`src/rtl/gate_stage_pkg.sv`:
```
// Shared definitions for registered gate output stages: occupancy state
// encoding and valid/ready handshake fire helpers.
package gate_stage_pkg;

    typedef enum logic [1:0] {
        ST_EMPTY = 2'd0,
        ST_ONE   = 2'd1,
        ST_FULL  = 2'd2
    } stage_state_e;

    function automatic logic hs_fire(input logic vld, input logic rdy);
        return vld & rdy;
    endfunction

endpackage

```
`src/rtl/gate_skid_reg_en_reg.sv`:
```
// Enable register with asynchronous active-low reset to RESET_VAL.
// Latency: one cycle from enabled d to q; no flow control of its own.
module en_reg #(
    parameter int               WIDTH     = 1,
    parameter logic [WIDTH-1:0] RESET_VAL = '0
) (
    input  logic             clk,
    input  logic             rst_n,
    input  logic             en,
    input  logic [WIDTH-1:0] d,
    output logic [WIDTH-1:0] q
);

    logic [WIDTH-1:0] q_d;
    logic [WIDTH-1:0] q_q;

    always_comb begin
        q_d = q_q;
        if (en) begin
            q_d = d;
        end
    end

    always_ff @(posedge clk or negedge rst_n) begin
        if (!rst_n) begin
            q_q <= RESET_VAL;
        end else begin
            q_q <= q_d;
        end
    end

    assign q = q_q;

endmodule

```
`src/rtl/gate_skid_reg.sv`:
```
// Two-entry skid register behind the gate array: accepted beat is on OUT0 after one edge.
// Full throughput; IN_READY drops only when both entries are held or FLUSH is high.
module gate_skid_reg
    import gate_stage_pkg::*;
#(
    parameter int               WIDTH     = 1,
    parameter logic [WIDTH-1:0] RESET_VAL = '0
) (
    input  logic             CLK,
    input  logic             RSTn,
    input  logic             FLUSH,
    input  logic [WIDTH-1:0] IN0,
    input  logic             IN_VALID,
    output logic             IN_READY,
    output logic [WIDTH-1:0] OUT0,
    output logic             OUT_VALID,
    input  logic             OUT_READY,
    output logic [1:0]       LEVEL
);

    stage_state_e     state_d, state_q;
    logic             out_valid_d, out_valid_q;
    logic             in_ready_d, in_ready_q;
    logic [1:0]       level_d, level_q;

    logic             in_fire;
    logic             out_fire;
    logic             main_en;
    logic             skid_en;
    logic [WIDTH-1:0] main_din;
    logic [WIDTH-1:0] main_q;
    logic [WIDTH-1:0] skid_q;

    // FLUSH is the only combinational term allowed onto IN_READY.
    assign IN_READY  = in_ready_q & ~FLUSH;
    assign OUT_VALID = out_valid_q;
    assign OUT0      = main_q;
    assign LEVEL     = level_q;

    assign in_fire  = hs_fire(IN_VALID, IN_READY);
    assign out_fire = hs_fire(out_valid_q, OUT_READY);

    always_comb begin
        state_d  = state_q;
        main_en  = 1'b0;
        skid_en  = 1'b0;
        main_din = IN0;
        if (FLUSH) begin
            state_d = ST_EMPTY;
        end else begin
            case (state_q)
                ST_EMPTY: begin
                    if (in_fire) begin
                        main_en = 1'b1;
                        state_d = ST_ONE;
                    end
                end
                ST_ONE: begin
                    if (in_fire && out_fire) begin
                        main_en = 1'b1;
                    end else if (in_fire) begin
                        skid_en = 1'b1;
                        state_d = ST_FULL;
                    end else if (out_fire) begin
                        state_d = ST_EMPTY;
                    end
                end
                ST_FULL: begin
                    // Skid always drains into main, keeping FIFO order.
                    if (out_fire) begin
                        main_din = skid_q;
                        main_en  = 1'b1;
                        state_d  = ST_ONE;
                    end
                end
                default: begin
                    state_d = ST_EMPTY;
                end
            endcase
        end
        out_valid_d = (state_d != ST_EMPTY);
        in_ready_d  = (state_d != ST_FULL);
        level_d     = state_d;
    end

    always_ff @(posedge CLK or negedge RSTn) begin
        if (!RSTn) begin
            state_q     <= ST_EMPTY;
            out_valid_q <= 1'b0;
            in_ready_q  <= 1'b1;
            level_q     <= 2'd0;
        end else begin
            state_q     <= state_d;
            out_valid_q <= out_valid_d;
            in_ready_q  <= in_ready_d;
            level_q     <= level_d;
        end
    end

    en_reg #(
        .WIDTH     (WIDTH),
        .RESET_VAL (RESET_VAL)
    ) u_main (
        .clk   (CLK),
        .rst_n (RSTn),
        .en    (main_en),
        .d     (main_din),
        .q     (main_q)
    );

    en_reg #(
        .WIDTH     (WIDTH),
        .RESET_VAL (RESET_VAL)
    ) u_skid (
        .clk   (CLK),
        .rst_n (RSTn),
        .en    (skid_en),
        .d     (IN0),
        .q     (skid_q)
    );

endmodule

```
`config.mk`:
```
export PLATFORM = sky130hd
export DESIGN_NAME = gate_skid_reg
export DESIGN_NICKNAME = d
export VERILOG_FILES = /design/src/rtl/gate_stage_pkg.sv /design/src/rtl/gate_skid_reg_en_reg.sv /design/src/rtl/gate_skid_reg.sv
export SDC_FILE = /design/constraint.sdc
export NUM_CORES = 1
export LEC_CHECK = 0
export BUFFER_PORTS_ARGS = -buffer_cell sky130_fd_sc_hd__buf_4
export CORE_AREA = 2 2 39 41
export CTS_BUF_LIST = sky130_fd_sc_hd__clkbuf_4 sky130_fd_sc_hd__clkbuf_8
export DETAILED_ROUTE_END_ITERATION = 6
export DIE_AREA = 0 0 41 43
export PLACE_DENSITY_LB_ADDON = 0.3
export SYNTH_ARGS = -nofsm -noshare
export SYNTH_HDL_FRONTEND = slang
export SYNTH_HIERARCHICAL = 1
export SYNTH_SLANG_ARGS = --single-unit
export TNS_END_PERCENT = 30
```
`constraint.sdc`:
```
create_clock -name CLK -period 4 [get_ports CLK]
set_input_delay 0.2 -clock CLK [delete_from_list [all_inputs] [get_ports CLK]]
set_output_delay 0.2 -clock CLK [all_outputs]
set_load 0.005 [all_outputs]
```
==> results of run 1 <==
-- power by group --
| part | leakage, nW | internal (mW) | total, mW | switching (mW) |
|---|---|---|---|---|
| clock network | 0.0184 | 0.0446 | 0.0666 | 0.0220 |
| logic | 0.110 | 0.0296 | 0.0449 | 0.0152 |
| registers | 0.0736 | 0.0727 | 0.0831 | 0.0104 |
| total | 0.202 | 0.147 | 0.195 | 0.0476 |
-- placed cells by master, fill, tap and decap left out, drive strengths merged --
master,instances
a211oi,1
nor4,1
dfstp,1
nand2,3
o21ai,1
clkbuf,4
dfrtp,5
nand4,1
mux2,3
a221o,1
nor4bb,1
nand4b,2
a221oi,1
a21oi,1
or3,1
dlygate4sd3,1
o31a,1
nand2b,1
inv,1
nor2,1
nor2b,1
buf,10
-- metal layers --
layer	track usage, %	part of all wire [%]	vias up
li1	-	-	141
met4	6.00	0.58	0
met1	12.6	48	124
met3	4.71	7.4	2
met5	0	0	-
met2	12.8	44	7
-- registers in the layout, indices dropped and copies added (netlist names) --
register and count:
LEVEL 2, in_ready_q 1, OUT_VALID 1, u_main/q 1, u_skid/q 1
-- worst paths after layout --
kind                                            from                   end  cells past startpoint
worst max-delay path            in_ready_q$_DFF_PN1_  u_main/q$_DFFE_PN0P_                      4
worst min-delay path                           FLUSH   OUT_VALID$_DFF_PN0_                      2
worst max register to register  in_ready_q$_DFF_PN1_  u_main/q$_DFFE_PN0P_                      4
worst min register to register  u_skid/q$_DFFE_PN0P_  u_skid/q$_DFFE_PN0P_                      1
max in group asynchronous                       RSTn  in_ready_q$_DFF_PN1_                      2
min in group asynchronous                       RSTn  u_main/q$_DFFE_PN0P_                      2
-- cell type report --
| class | count | area (µm²) | share of cell area [%] |
|---|---|---|---|
| Tap cell | 16 | 20.0 | 4.44 |
| Inverter | 1 | 3.75 | 0.833 |
| Clock buffer | 4 | 30.0 | 6.67 |
| Timing Repair Buffer | 11 | 85.1 | 18.9 |
| Multi-Input combinational cell | 21 | 160 | 35.6 |
| Sequential cell | 6 | 151 | 33.6 |
-- worst reg2reg max path: cells and delay by family (launching register included) --
kind / cells / cell delay, ns
DFF: 1 / 0.55
and+or+nand+nor: 2 / 0.40
muxes: 1 / 0.32
AOI/OAI and AO/OA: 1 / 0.20
-- Yosys cell counts --
master,instances
sky130_fd_sc_hd__nand2_1,3
sky130_fd_sc_hd__o31a_1,1
sky130_fd_sc_hd__buf_2,1
sky130_fd_sc_hd__mux2_2,1
sky130_fd_sc_hd__nand4_1,1
sky130_fd_sc_hd__nor2_1,1
sky130_fd_sc_hd__a221oi_1,1
sky130_fd_sc_hd__dfstp_2,1
sky130_fd_sc_hd__nand4b_1,2
sky130_fd_sc_hd__nand2b_1,1
sky130_fd_sc_hd__mux2_4,2
sky130_fd_sc_hd__o21ai_0,1
sky130_fd_sc_hd__nor4_1,1
sky130_fd_sc_hd__a21oi_1,1
sky130_fd_sc_hd__or3_1,1
sky130_fd_sc_hd__inv_2,1
sky130_fd_sc_hd__a221o_1,1
sky130_fd_sc_hd__a211oi_1,1
sky130_fd_sc_hd__dfrtp_1,5
sky130_fd_sc_hd__nor4bb_1,1
sky130_fd_sc_hd__nor2b_1,1
-- metrics by stage --
step	setup WS, ns	utilization [%]
2_1_floorplan	2.49	-
6_report	2.42	32.5
4_1_cts	2.43	32.5
3_3_place_gp	2.43	29.7
5_1_grt	2.37	32.5
3_5_place_dp	2.43	29.7
-- logic make-up after synthesis --
| family | synth area share [%] |
|---|---|
| simple gates | 23.1 |
| compound gates | 14.1 |
| flops | 47.3 |
| mux | 12.9 |
| buf+inv | 2.73 |
-- repair_timing --
item | CTS | global route
hold endpoints to repair | 6 | 0
endpoints found under the setup margin | 0 | 0
hold buffers | 1 | 0
==> summary.txt, run 1 <==
pin count of the biggest net entering global routing: 11
antenna violation net count after detailed routing: 0
number of distinct standard cells referenced by the synthesized netlist: 21
filler cell count: 146
Final nets: 50
latest clock arrival within the worst-skew pair: 0.24 ns
clock buffers created by TritonCTS: 3
final cycle utilization of the critical path: 39.5%
Buf+Inv Stages, Crit Path: 0
sequential area share after synthesis: 47.3%
tightest slew margin relative to the limit: 78.1%
number of post-CTS setup repair buffers: 0
Placed Cells incl. Taps: 54
TritonCTS sink count: 6
cell with the largest stage delay on the worst path: sky130_fd_sc_hd__dfstp_2
Highest Clock Rate: 633 MHz
mean post-synth cell area: 11.0 µm²
global-route wire length before repair: 1150 µm
share of final-layout standard cells stronger than drive strength 1: 44.2%
Max H-tree Level: 1
die extent in x: 41 µm
Max Slew Vio Count: 0
count of non-filler cells in the finished layout: 59
instance area after placement: 410 µm²
overall routing resource usage: 9.83%
Ys Warns: 6
Max VDD drop: 0.147 mV
per-cell via count in the routed design: 4.64
count of final hold-check violations: 0
Final Instance Area: 450 µm²
Congestion Overflow GR: 0
CTS tree: built
maximum root-to-sink buffer count: 2
max-capacitance violation count: 0
clk_skew: 0.0106 ns
type of element launching the critical path: register
pwr dens: 432 nW/µm²
total design power: 0.195 mW
kind of critical path: reg2reg
Chip Height: 43 µm
Synth Cell Area: 320 µm²
largest fanout on the critical path: 5
status: completed
critical path data arrival time: 1.71 ns
final WL: 686 µm
clock tree root buffer cell: sky130_fd_sc_hd__clkbuf_4
total number of placement rows: 14
initial DRC count: 5
Top delay family on crit path: flip-flops
initial core utilization: 23.1%
Post-Route Setup TNS: 0 ns
core outline area: 1380 µm²
cell count after synthesis: 29
Top-Level Pins: 11
post-detailed-route DRC marker count: 0
required time of the worst setup path: 4.13 ns
CP Capture Type: register
antenna violations before repair: 0
number of nets produced by synthesis: 35
Least-Margin Pin Slew: 0.326 ns
ordered cell list for the critical path: nand2_1 -> or3_1 -> a21oi_1 -> mux2_4
Worst Hold Class: in2reg
final worst hold slack: 0.176 ns
detailed-route wire length per cell: 11.6 µm
share of the synthesized area in the top cell type: 39.1%
number of detailed-route iterations in the first pass: 4
Worst path max stage delay: 0.55 ns
count of port buffers added during placement: 10
antenna fix cells: 0
largest cells by area after synthesis: sky130_fd_sc_hd__dfrtp_1, sky130_fd_sc_hd__mux2_4, sky130_fd_sc_hd__dfstp_2, sky130_fd_sc_hd__nand4b_1, sky130_fd_sc_hd__mux2_2
endpoints failing setup: 0
count of cells resized by post-cts repair: 0
Via Count: 274
Clock Pin Slew Worst Setup and Hold Paths: 0.05 ns
total die area: 1760 µm²
number of global-route vias before repair: 280
Static Leakage: 0.202 nW
detailed placement HPWL: 507 µm
register bit count reported by yosys: 6
final weighted congestion in routability-driven placement: 0.664
Yosys top cell by area: sky130_fd_sc_hd__dfrtp_1
unrepaired setup endpoints after global routing: false
Syn-to-layout area delta: 40.6%
final worst path period need: 1.58 ns
flop-to-flop setup slack: 2.42 ns
No activity file was read; power rests on OpenSTA's default activity.
==> run 2, diff against run 1 <==
==> constraint.sdc (replaced) <==
create_clock -name CLK -period 1.3 [get_ports CLK]
set_input_delay 0.065 -clock CLK [delete_from_list [all_inputs] [get_ports CLK]]
set_output_delay 0.065 -clock CLK [all_outputs]
set_load 0.005 [all_outputs]
==> summary.txt, run 2 (synthesized netlist as in run 1, its figures left out) <==
core occupancy in the finished layout: 39.4% (+6.9 points)
overall routing resource usage: 11.8% (+2.0 points)
maximum root-to-sink buffer count: 2 (unchanged)
clock buffers created by TritonCTS: 3 (unchanged)
total die area: 1760 µm² (unchanged)
clk_skew: 0.00569 ns (-0.00488 ns)
Placed Cells incl. Taps: 62 (+15%)
hold endpoint: OUT_VALID$_DFF_PN0_
initial DRC count: 4 (-1)
failing checks: setup timing
max-capacitance violation count: 0 (unchanged)
Least-Margin Pin Slew: 0.263 ns (-0.0636 ns)
detailed placement HPWL: 623 µm (+23%)
per-cell via count in the routed design: 4.81 (+3.5%)
Post-Route Setup TNS: -0.217 ns (-0.217 ns)
origin of the critical flop-to-flop path: in_ready_q$_DFF_PN1_
cells on worst reg2reg path: 4 (unchanged)
post-route setup slack: -0.194 ns (-2.62 ns)
Worst Hold Class: in2reg
pin count of the biggest net entering global routing: 8 (-3)
endpoints failing setup: 2 (+2)
top library cells by usage in the layout, fill and taps aside: sky130_fd_sc_hd__buf_4, sky130_fd_sc_hd__dfrtp_1, sky130_fd_sc_hd__clkbuf_4
count of final hold-check violations: 0 (unchanged)
Syn-to-layout area delta: 70.3%
Clock Pin Slew Worst Setup and Hold Paths: 0.05 ns (about the same)
share of final-layout standard cells stronger than drive strength 1: 64.7% (+21 points)
cell depth of the worst min-delay path: 2 (unchanged)
Hold Crit Start: FLUSH
antenna fix cells: 0 (unchanged)
final worst hold slack: 0.0619 ns (-0.114 ns)
final weighted congestion in routability-driven placement: 0.728 (+9.6%)
required time of the worst setup path: 1.42 ns (-2.71 ns)
pwr dens: 1200 nW/µm² (+180%)
initial core utilization: 23.1% (unchanged)
total number of placement rows: 14 (unchanged)
antenna violations before repair: 0 (unchanged)
number of global-route vias before repair: 306 (+9.3%)
Top-Level Pins: 11 (unchanged)
clock tree root buffer cell: sky130_fd_sc_hd__clkbuf_4
total design power: 0.657 mW (+240%)
die extent in x: 41 µm (unchanged)
Max Slew Vio Count: 0 (unchanged)
latest clock arrival within the worst-skew pair: 0.25 ns (about the same)
final worst path period need: 1.49 ns (-0.0846 ns)
TritonCTS sink count: 6 (unchanged)
status: finished, violations left
Static Leakage: 0.244 nW (+21%)
Crit. Startpoint: in_ready_q$_DFF_PN1_
global-route wire length before repair: 1320 µm (+15%)
part of the power in registers: 37.6% (-5.1 points)
Chip Height: 43 µm (unchanged)
CP Capture Type: register
Clock power frac: 32.1% (-2.1 points)
final WL: 795 µm (+16%)
Congestion Overflow GR: 0 (unchanged)
flop-to-flop setup slack: -0.19 ns (-2.62 ns)
kind of critical path: reg2reg
detailed-route wire length per cell: 11.9 µm (+2.1%)
count of non-filler cells in the finished layout: 67 (+14%)
unrepaired setup endpoints after global routing: true
power share of the combinational group: 30.3% (+7.2 points)
Final nets: 58 (+16%)
CTS tree: built
largest fanout on the critical path: 3 (-2)
Via Count: 322 (+18%)
type of element launching the critical path: register
Max H-tree Level: 1 (unchanged)
count of port buffers added during placement: 10 (unchanged)
antenna violation net count after detailed routing: 0 (unchanged)
final cycle utilization of the critical path: 115% (+75 points)
post-detailed-route DRC marker count: 0 (unchanged)
leading cell type in the layout, fill and taps excluded: sky130_fd_sc_hd__buf_4
fraction of power spent switching nets: 25.9% (+1.4 points)
Max VDD drop: 0.431 mV (+190%)
tightest slew margin relative to the limit: 82.3% (+4.2 points)
worst reg2reg path endpoint: u_main/q$_DFFE_PN0P_
number of detailed-route iterations in the first pass: 4 (unchanged)
net switching component of the power: 0.170 mW (+260%)
Largest register FFs: 2 (unchanged)
core outline area: 1380 µm² (unchanged)
critical path data arrival time: 1.62 ns (-0.09 ns)
Cell Int Power: 0.487 mW (+230%)
Highest Clock Rate: 669 MHz (+5.7%)
## run 2: per-stage QoR
step	worst slack [ns]	cell area [µm²]
after detailed placement	-0.213	470
final	-0.194	546
after floorplan	-0.206	327
after global routing	-0.228	546
after global placement	-0.192	470
after CTS	-0.172	532
## run 2: repair_timing
| action | CTS | global route |
|---|---|---|
| setup buffers | 0 | 0 |
| resized for setup | 4 | 3 |
| pin swaps | 1 | 1 |
| gates cloned | 0 | 0 |
| hold buffers | 1 | 0 |
| endpoints found under the hold margin | 6 | 0 |
| setup endpoints to repair | 2 | 5 |
## run 2: power by group through the flow
stage,Sequential [mW],Combinational (mW),Clock [mW]
3_3_place_gp,0.247,0.181,0
4_1_cts,0.246,0.194,0.222
3_5_place_dp,0.248,0.182,0
6_report,0.247,0.199,0.211
5_1_grt,0.250,0.219,0.236
2_1_floorplan,0.249,0.0864,0
## run 2: critical path: stages, from the launching register on
cell	delay (ns)
sky130_fd_sc_hd__dfstp_2	0.53
sky130_fd_sc_hd__nand2_2	0.06
sky130_fd_sc_hd__or3_4	0.33
sky130_fd_sc_hd__a21oi_2	0.16
sky130_fd_sc_hd__mux2_4	0.30
## run 2: worst max path at each step
| stage | endpoint | cells after the start |
|---|---|---|
| 2_1_floorplan | u_main/q$_DFFE_PN0P_ | 5 |
| 3_3_place_gp | u_main/q$_DFFE_PN0P_ | 4 |
| 3_5_place_dp | u_main/q$_DFFE_PN0P_ | 4 |
| 4_1_cts | u_main/q$_DFFE_PN0P_ | 4 |
| 5_1_grt | u_main/q$_DFFE_PN0P_ | 4 |
| 6_report | u_main/q$_DFFE_PN0P_ | 4 |
## run 2: routing by layer
metal  vias to the layer above  global-route usage, %  share of wire [%]
met2                         9                   14.1                 45
met3                         0                   6.81                8.2
met1                       157                   15.4                 46
met4                         0                   8.00                  0
met5                         -                      0                  0
li1                        156                      -                  -
## run 2: final cells by class
| class | instances | area [µm²] |
|---|---|---|
| sequential | 6 | 151 |
| multi-input combinational | 21 | 195 |
| tap | 16 | 20.0 |
| timing repair buffer | 19 | 145 |
| inverter | 1 | 3.75 |
| fill | 141 | 838 |
| clock buffer | 4 | 30.0 |
